### src/rtl/serial_add_ctrl.sv
// Bit-serial adder/subtractor: one full-adder stage per clock, LSB first,
// with a three-state controller (IDLE -> RUN -> DONE).
module serial_add_ctrl #(
  parameter int unsigned WIDTH = 8
) (
  input  logic             clk,
  input  logic             rst,
  input  logic             start,
  input  logic [WIDTH-1:0] a,
  input  logic [WIDTH-1:0] b,
  input  logic             cin,
  input  logic             sub,
  output logic             busy,
  output logic             done,
  output logic [WIDTH-1:0] sum,
  output logic             cout
);

  localparam int unsigned CW = (WIDTH > 1) ? $clog2(WIDTH) : 1;

  typedef enum logic [1:0] {
    S_IDLE,
    S_RUN,
    S_DONE
  } state_t;

  state_t           r_state;
  state_t           w_next;
  logic [WIDTH-1:0] r_opa;
  logic [WIDTH-1:0] r_opb;
  logic [WIDTH-1:0] r_res;
  logic [WIDTH-1:0] r_sum;
  logic             r_carry;
  logic             r_cout;
  logic [CW-1:0]    r_cnt;
  logic             w_s;
  logic             w_c;
  logic             w_last;

  // Single full-adder stage shared across all bit positions
  assign w_s    = r_opa[0] ^ r_opb[0] ^ r_carry;
  assign w_c    = (r_opa[0] & r_opb[0]) | (r_carry & (r_opa[0] ^ r_opb[0]));
  assign w_last = (r_cnt == CW'(WIDTH - 1));

  always_ff @(posedge clk) begin
    if (rst) begin
      r_state <= S_IDLE;
    end else begin
      r_state <= w_next;
    end
  end

  always_comb begin
    w_next = r_state;
    case (r_state)
      S_IDLE:  if (start) w_next = S_RUN;
      S_RUN:   if (w_last) w_next = S_DONE;
      S_DONE:  w_next = S_IDLE;
      default: w_next = S_IDLE;
    endcase
  end

  always_ff @(posedge clk) begin
    if (rst) begin
      r_opa   <= '0;
      r_opb   <= '0;
      r_res   <= '0;
      r_sum   <= '0;
      r_carry <= 1'b0;
      r_cout  <= 1'b0;
      r_cnt   <= '0;
    end else begin
      case (r_state)
        S_IDLE: begin
          if (start) begin
            // Subtraction as a + ~b + 1: invert b and force the carry-in
            r_opa   <= a;
            r_opb   <= sub ? ~b : b;
            r_carry <= sub | cin;
            r_res   <= '0;
            r_cnt   <= '0;
          end
        end
        S_RUN: begin
          r_res   <= {w_s, r_res[WIDTH-1:1]};
          r_carry <= w_c;
          r_opa   <= {1'b0, r_opa[WIDTH-1:1]};
          r_opb   <= {1'b0, r_opb[WIDTH-1:1]};
          if (w_last) begin
            r_sum  <= {w_s, r_res[WIDTH-1:1]};
            r_cout <= w_c;
          end else begin
            r_cnt <= r_cnt + CW'(1);
          end
        end
        default: begin
        end
      endcase
    end
  end

  assign busy = (r_state == S_RUN);
  assign done = (r_state == S_DONE);
  assign sum  = r_sum;
  assign cout = r_cout;

endmodule
### config.mk
export PLATFORM = sky130hd
export DESIGN_NAME = serial_add_ctrl
export DESIGN_NICKNAME = d
export VERILOG_FILES = /design/src/rtl/serial_add_ctrl.sv
export SDC_FILE = /design/constraint.sdc
export NUM_CORES = 1
export LEC_CHECK = 0
export ABC_AREA = 1
export CELL_PAD_IN_SITES_DETAIL_PLACEMENT = 1
export CELL_PAD_IN_SITES_GLOBAL_PLACEMENT = 1
export CORE_MARGIN = 5
export CORE_UTILIZATION = 30
export CTS_CLUSTER_SIZE = 14
export DETAILED_ROUTE_END_ITERATION = 16
export GPL_TIMING_DRIVEN = 0
export HOLD_SLACK_MARGIN = 0.06
export PLACE_DENSITY = 0.75
export SLEW_MARGIN = 25
export SYNTH_ARGS = -nofsm -noshare
export SYNTH_HDL_FRONTEND = slang
export SYNTH_SLANG_ARGS = --single-unit
export TNS_END_PERCENT = 50
### constraint.sdc
create_clock -name clk -period 2.4 [get_ports clk]
set_input_delay 0.48 -clock clk [delete_from_list [all_inputs] [get_ports clk]]
set_output_delay 0.48 -clock clk [all_outputs]
set_load 0.05 [all_outputs]
* Word level (Yosys, flattened, before mapping)
Index checks and enable logic that the tools add are counted.
** Cells by class
- $add $sub $neg :: 1
- Eq/ne operators :: 6
- Muxes and demuxes :: 15
- Bitwise gates (word level) :: 7
- Reduce and logical (&&, ||, !) cells :: 6
** Operators by type and width (count)
- 8-bit case mux with 2 select lines :: 3
- 8-bit two-way mux :: 4
- 8-bit inverter :: 1
- 3-bit two-way mux :: 2
- 3-bit case mux with 2 select lines :: 1
- 2-bit AND reduction :: 3
- 2-bit two-way mux :: 2
- 2-bit != test (second input constant) :: 2
- 2-bit case mux with 2 select lines :: 1
- 3-bit by 1-bit adder with 3-bit output (second input constant) :: 1
- 3-bit equality test (second input constant) :: 1
- 3-bit AND reduction :: 1
- 1-bit bitwise AND :: 2
- 2-bit by 1-bit equality test with 1-bit output (second input constant) :: 1
- 2-bit equality test (second input constant) :: 1
- 2-bit zero test :: 1
- 2-bit by 1-bit != test with 1-bit output (second input constant) :: 1
- 1-bit bitwise OR :: 2
- 1-bit case mux with 2 select lines :: 1
- 2-bit nonzero test :: 1
- 1-bit XOR :: 2
- 1-bit two-way mux :: 1
** Word-level totals
- Flip-flop bits (word level) :: 39
- Input port bits :: 21
- Output and inout bits :: 11
- Word-level logic and storage cells :: 43

* Depth between registers and ports, before layout
Gate-level depths: netlist (run 1).
- Depth after elaboration :: 4
- Mapped depth :: 8
- Mapped depth without buffers :: 8

* Worst setup path after synthesis (run 1)
Ideal clock, no wire load.
- Kind :: register -> output
- From :: register r_state[1]
- To :: output port done
- Arrival :: 1.081 ns
- Data required time :: 1.920 ns
- Path slack :: 0.839 ns
- Cell stages (with the launch flop) :: 3
- Path through :: dfxtp_1 > inv_2 > nor2_1
** On the way
- Cells in the longest elaborated chain, start to end :: 1
** RTL lines
- start: declaration :: RTL line 27 : state_t r_state;
- start signal: assignment :: RTL line 49 : r_state <= w_next;
- 2-bit equality test :: RTL line 103 : assign done = (r_state == S_DONE);
- end: declaration :: RTL line 14 : output logic done,
Every way passes these cells.

* Worst setup path in the final report (run 1)
- From :: register r_state[0]
- To :: output port busy
** On the way
- Cells in the longest elaborated chain, start to end :: 1
** RTL lines
- 2-bit by 1-bit equality test with 1-bit output :: RTL line 102 : assign busy = (r_state == S_RUN);
- end: declaration :: RTL line 13 : output logic busy,
Every way passes these cells.

==> flow_summary.ini, run 1 <==
[yosys]
synthTopCellsByCount = nand3_1 (50), nand2_1 (44), dfxtp_1 (38), nor2_1 (28), inv_1 (13)
ys_types = 23
netlist_area_um2 = 1728
synth_edf_count = 0
yosysMostFrequentCell = nand3_1
synth_top_area_cell = dfxtp_1
avgSynthCellArea_um2 = 7.448
synth-main-ff-cell = dfxtp_1
synthesis.nets = 256
synth.area.top_cells = dfxtp_1 (44%), nand3_1 (14%), nand2_1 (9.6%), nor2_1 (6.1%), xor2_1 (3.5%)
postSynthCellCount = 232
ys_warn_count = 0
synth-async-reset-ratio = 0
ys_seq_area_frac = 0.4403
ys_seq_elements = 38
synth_top_area_share = 0.4403

[setup_path]
cp_max_fo = 10
endpoint = busy
path_cells = nand2_4, inv_4, buf_6, dlygate4sd2_1
cp.depth = 4
cp.arrival_ns = 1.74
rr_endpoint = sum[6]
endpoint_kind = output pin
critical_path.top_delay_family = buffers and inverters
startpoint_type = flop
ff2ff_setup_slack_ns = 1.03
r2r_cells = 8
startpoint = r_state[0]
r2r-start = r_cnt[0]
crit_type = reg -> out
cp_num_buf_inv = 3
slowest_stage = dlygate4sd2_1
slowest_delay_ns = 0.55
worstPathRequired_ns = 1.92

[finish]
nets = 293
areaGrowthSynthToFinish_pct = 29.04
diodes = 0
num-fill-cells = 697
drive_above_1_share = 0.09294

[global_routing]
grtUsageTotal = 0.1351
grt_overflow = 0
grt_pass1_wl_um = 7914
grt_max_degree = 12
first_global_vias = 1660
antenna_found_initial = 0

[timing]
max_slew_margin = 0.6630
fin_tns_setup_ns = 0
drv_slew = 0
clock.fmax_ghz = 0.4514
finalHoldViolations = 0
worst_pin_slew_ns = 0.5039
finalSetupViolations = 0
hold_ws_ns = 0.4703
fin_ws_ns = 0.1848
clock_skew_ns = 0.006142
fin_crit_sh = 0.9230
rsz0062_at_grt = no
finalCriticalPeriod_ns = 2.215

[drt]
routed_wl_um = 4579
drtIter0Drc = 69
ant_nets = 0
vias_per_cell = 4.710
wl_per_cell_um = 13.43
first_pass_iters = 4
remaining_drc_errors = 0
vias = 1606

[flow_run]
max_cap_violations = 0

[power]
power_density_nw_per_um2 = 634.1
p_clk_frac = 0.390
internal_power_uw = 1074
sw_frac_of_total = 0.2401
vdd_drop_max_v = 0.0002532
p_leak_uw = 0.0009691
p_switching_uw = 339.5
p_comb_frac = 0.133
p_seq_frac = 0.476

[hold_path]
hp-class = reg -> reg
hp-start = r_res[2]

[placed_design]
dp_slack_ns = 0.2003
gp_congestion = 0.7336
numPortBuffers = 30
dp_hpwl_um = 3438

[floorplanning]
coreArea_um2 = 5540
io_pins = 32
die-area_um2 = 7377
initial_core_util = 0.3119
num_rows = 27
die_h_um = 85.89
die_x_um = 85.89

[clock_tree]
cts_made_buffers = 5
clkTransAtPathRegs_ns = 0.07
cts_hold_buf = 0
postCtsSetupBuffers = 0
cts_buffer_depth = 2
cts_tree = done
cts_resized = 1
htreeDepth = 2
worstSkewPairLatency_ns = 0.29
cts.sinks = 38
root_buffer = clkbuf_8

[run_status]
status = complete, no violations
-- sequential cells by signal, indices dropped and copies added, names as in the netlist --
register / flops
cout: 1
r_carry: 1
r_cnt: 3
r_opa: 8
r_opb: 8
r_res: 7
r_state: 2
sum: 8
-- cell type report --
cell class / count / area [µm²] / area share
sequential: 38 / 760.7 / 0.3412
clock inverter: 1 / 30.03 / 0.01347
buffer: 11 / 65.06 / 0.02918
tap: 72 / 90.09 / 0.04040
clock buffer: 6 / 82.58 / 0.03704
inverter: 18 / 70.07 / 0.03143
timing repair buffer: 30 / 299.0 / 0.1341
multi-input combinational: 165 / 832.0 / 0.3732
-- worst min path at each step --
stage / end / depth (start not counted)
2_1_floorplan: r_cnt[1] / 2
4_1_cts: sum[1] / 2
3_3_place_gp: sum[2] / 2
5_1_grt: sum[1] / 2
3_5_place_dp: sum[1] / 2
6_report: sum[1] / 2
-- per-layer routing --
metal | vias to the layer above | global-route usage | share of wire
met5 | - | 0 | 0
met4 | 0 | 0.05036 | 0.021
met3 | 8 | 0.03362 | 0.037
met2 | 26 | 0.2200 | 0.48
met1 | 755 | 0.1718 | 0.46
li1 | 817 | - | -
-- placed cells by master, fill, tap and decap left out, drive strengths merged --
master         netlist  layout
or2                  7       7
clkbuf               3       9
clkdlybuf4s50        0      29
bufinv               0       1
ha                   2       2
buf                  8       8
nand2               45      45
clkinv               1       1
nand3b               7       7
fa                   1       1
a21oi               11      11
dlygate4sd2          0       1
nor2                30      30
dfxtp               38      38
o21ai                5       5
inv                 17      17
xor2                 7       7
nand3               50      50
-- cell families after synthesis --
logic type	count (synthesis)	synth area share
AOI/OAI and AO/OA	16	0.04634
xor gates and xnor gates	7	0.03548
adders and majority gates	3	0.02607
buffers and inverters	29	0.07820
DFF	38	0.4403
and+or+nand+nor	139	0.3736
-- power by group through the flow --
stage	logic [µW]	clock network, µW	registers (µW)
finish	189	552	673
detailed placement	191	0	688
global placement	186	0	687
CTS	191	571	674
global route	212	601	677
floorplan	118	0	684
-- stage by stage --
stage	cell area (µm²)	utilization	instances	power, µW
6_report	2230	0.4024	341	1414
5_1_grt	2230	0.4024	341	1490
4_1_cts	2230	0.4024	341	1436
3_5_place_dp	2118	0.3823	334	879.0
3_3_place_gp	2118	0.3823	334	872.7
2_1_floorplan	1728	-	232	802.0
-- worst register-to-register path, delay by kind of cell, from the launching register on --
family / cells / cell delay [ns]
AND/OR/NAND/NOR: 4 / 0.37
flip-flops: 1 / 0.36
adder cells (fa/ha/maj): 2 / 0.35
buffers and inverters: 2 / 0.24
No activity file was read; power rests on OpenSTA's default activity.
==> run 2: changes to the inputs <==
==> constraint.sdc (replaced) <==
create_clock -name clk -period 2.4 [get_ports clk]
set_input_delay 0.24 -clock clk [delete_from_list [all_inputs] [get_ports clk]]
set_output_delay 0.24 -clock clk [all_outputs]
set_load 0.05 [all_outputs]
==> run 2 against run 1 <==
  * Core utilization barely moved
  * Final cell count is the same
  * Clock skew rose by 0.0018 ns
  * Worst hold slack worse by 0.034 ns
  * Final area is essentially flat
  * Critical endpoint unchanged
==> flow_summary.ini, run 2 (synthesized netlist as in run 1, its figures left out) <==
[clock_tree]
htreeDepth = 2
postCtsSetupBuffers = 0
cts_tree = done
cts_made_buffers = 5
root_buffer = clkbuf_8
clkTransAtPathRegs_ns = 0.07
cts_resized = 0
cts_buffer_depth = 2
cts_hold_buf = 0
cts.sinks = 38
worstSkewPairLatency_ns = 0.29

[floorplanning]
coreArea_um2 = 5540
num_rows = 27
die_x_um = 85.89
die_h_um = 85.89
die-area_um2 = 7377
initial_core_util = 0.3119
io_pins = 32

[timing]
rsz0062_at_grt = no
fin_crit_sh = 0.9368
clock_skew_ns = 0.007898
finalHoldViolations = 0
finalCriticalPeriod_ns = 2.248
hold_ws_ns = 0.4359
clock.fmax_ghz = 0.4448
max_slew_margin = 0.6567
fin_tns_setup_ns = 0
worst_pin_slew_ns = 0.5134
fin_ws_ns = 0.1516
finalSetupViolations = 0
drv_slew = 0

[setup_path]
rr_endpoint = sum[6]
crit_type = reg -> out
startpoint_type = flop
cp.arrival_ns = 2.01
ff2ff_setup_slack_ns = 1.03
r2r-start = r_cnt[0]
endpoint_kind = output pin
cp_max_fo = 10
startpoint = r_state[0]
worstPathRequired_ns = 2.16
r2r_cells = 8

[placed_design]
dp_hpwl_um = 3438
gp_congestion = 0.7336
dp_slack_ns = 0.4403
dp_cells = 334
numPortBuffers = 30

[global_routing]
grtUsageTotal = 0.1351
grt_pass1_wl_um = 7914
first_global_vias = 1660
antenna_found_initial = 0
grt_max_degree = 12
grt_overflow = 0

[power]
vdd_drop_max_v = 0.0002534
power_density_nw_per_um2 = 633.3
total_power_uw = 1413
p_clk_frac = 0.389
sw_frac_of_total = 0.2389
p_leak_uw = 0.0009666
p_comb_frac = 0.134
p_switching_uw = 337.5
p_seq_frac = 0.477
internal_power_uw = 1075

[hold_path]
hp-start = sub
min_to = r_opb[7]
holdPathStages = 3
hp-class = in -> reg

[drt]
drtIter0Drc = 69
first_pass_iters = 4
remaining_drc_errors = 0
routed_wl_um = 4567
vias = 1601
ant_nets = 0
vias_per_cell = 4.695
wl_per_cell_um = 13.39

[finish]
mostFrequentLayoutCells = nand3_1 (50), nand2_1 (44), dfxtp_1 (38)
regArea_um2 = 760.7
final_cells = 341
layout_commonest_cell = nand3_1
num-fill-cells = 696
areaGrowthSynthToFinish_pct = 29.11
multiInputGateArea_um2 = 832.0
nets = 293
diodes = 0
drive_above_1_share = 0.09294

[run_status]
status = complete, no violations

[flow_run]
max_cap_violations = 0
[run 2: metal layers]
layer,global-route usage,share of wire
met5,0,0
met4,0.05036,0.021
met3,0.03362,0.038
met2,0.2200,0.48
met1,0.1718,0.46
[run 2: layout make-up]
cell class                      count  area share
Buffer                             11     0.02916
Clock buffer                        6     0.03702
Clock inverter                      1     0.01346
Inverter                           18     0.03141
Multi-Input combinational cell    165      0.3730
Sequential cell                    38      0.3410
Tap cell                           72     0.04038
Timing Repair Buffer               30      0.1346
[run 2: how the worst max path moves through the flow]
stage          endpoint  slack, ns  cells after the start
6_report           busy       0.15                      4
5_1_grt            busy       0.06                      4
4_1_cts            busy       0.12                      4
3_5_place_dp       busy       0.44                      4
3_3_place_gp       busy       0.47                      4
2_1_floorplan      done       1.08                      2
[run 2: metrics by stage]
step	instance area, µm²	utilization
detailed placement	2118	0.3823
global route	2231	0.4027
finish	2231	0.4027
floorplan	1728	-
CTS	2231	0.4027
global placement	2118	0.3823
[run 2: power groups by stage]
stage / Sequential (µW) / Clock (µW) / Combinational (µW)
6_report: 674 / 550 / 190
5_1_grt: 677 / 601 / 212
4_1_cts: 674 / 571 / 192
3_5_place_dp: 688 / 0 / 191
3_3_place_gp: 687 / 0 / 186
2_1_floorplan: 684 / 0 / 118
[run 2: critical path, cell delays in order (launching register included)]
cell             delay [ns]
dfxtp_1                0.48
nand2_4                0.14
inv_4                  0.12
buf_6                  0.15
clkdlybuf4s50_1        0.82
==> run 3: changes to the inputs <==
--- a/config.mk
+++ b/config.mk
@@ -10,7 +10,6 @@
 export CELL_PAD_IN_SITES_GLOBAL_PLACEMENT = 1
 export CORE_MARGIN = 5
 export CORE_UTILIZATION = 30
-export CTS_CLUSTER_SIZE = 14
 export DETAILED_ROUTE_END_ITERATION = 16
 export GPL_TIMING_DRIVEN = 0
 export HOLD_SLACK_MARGIN = 0.06
==> results of run 3 <==
The final DEF is identical to that of run 2; final timing and power are the same.
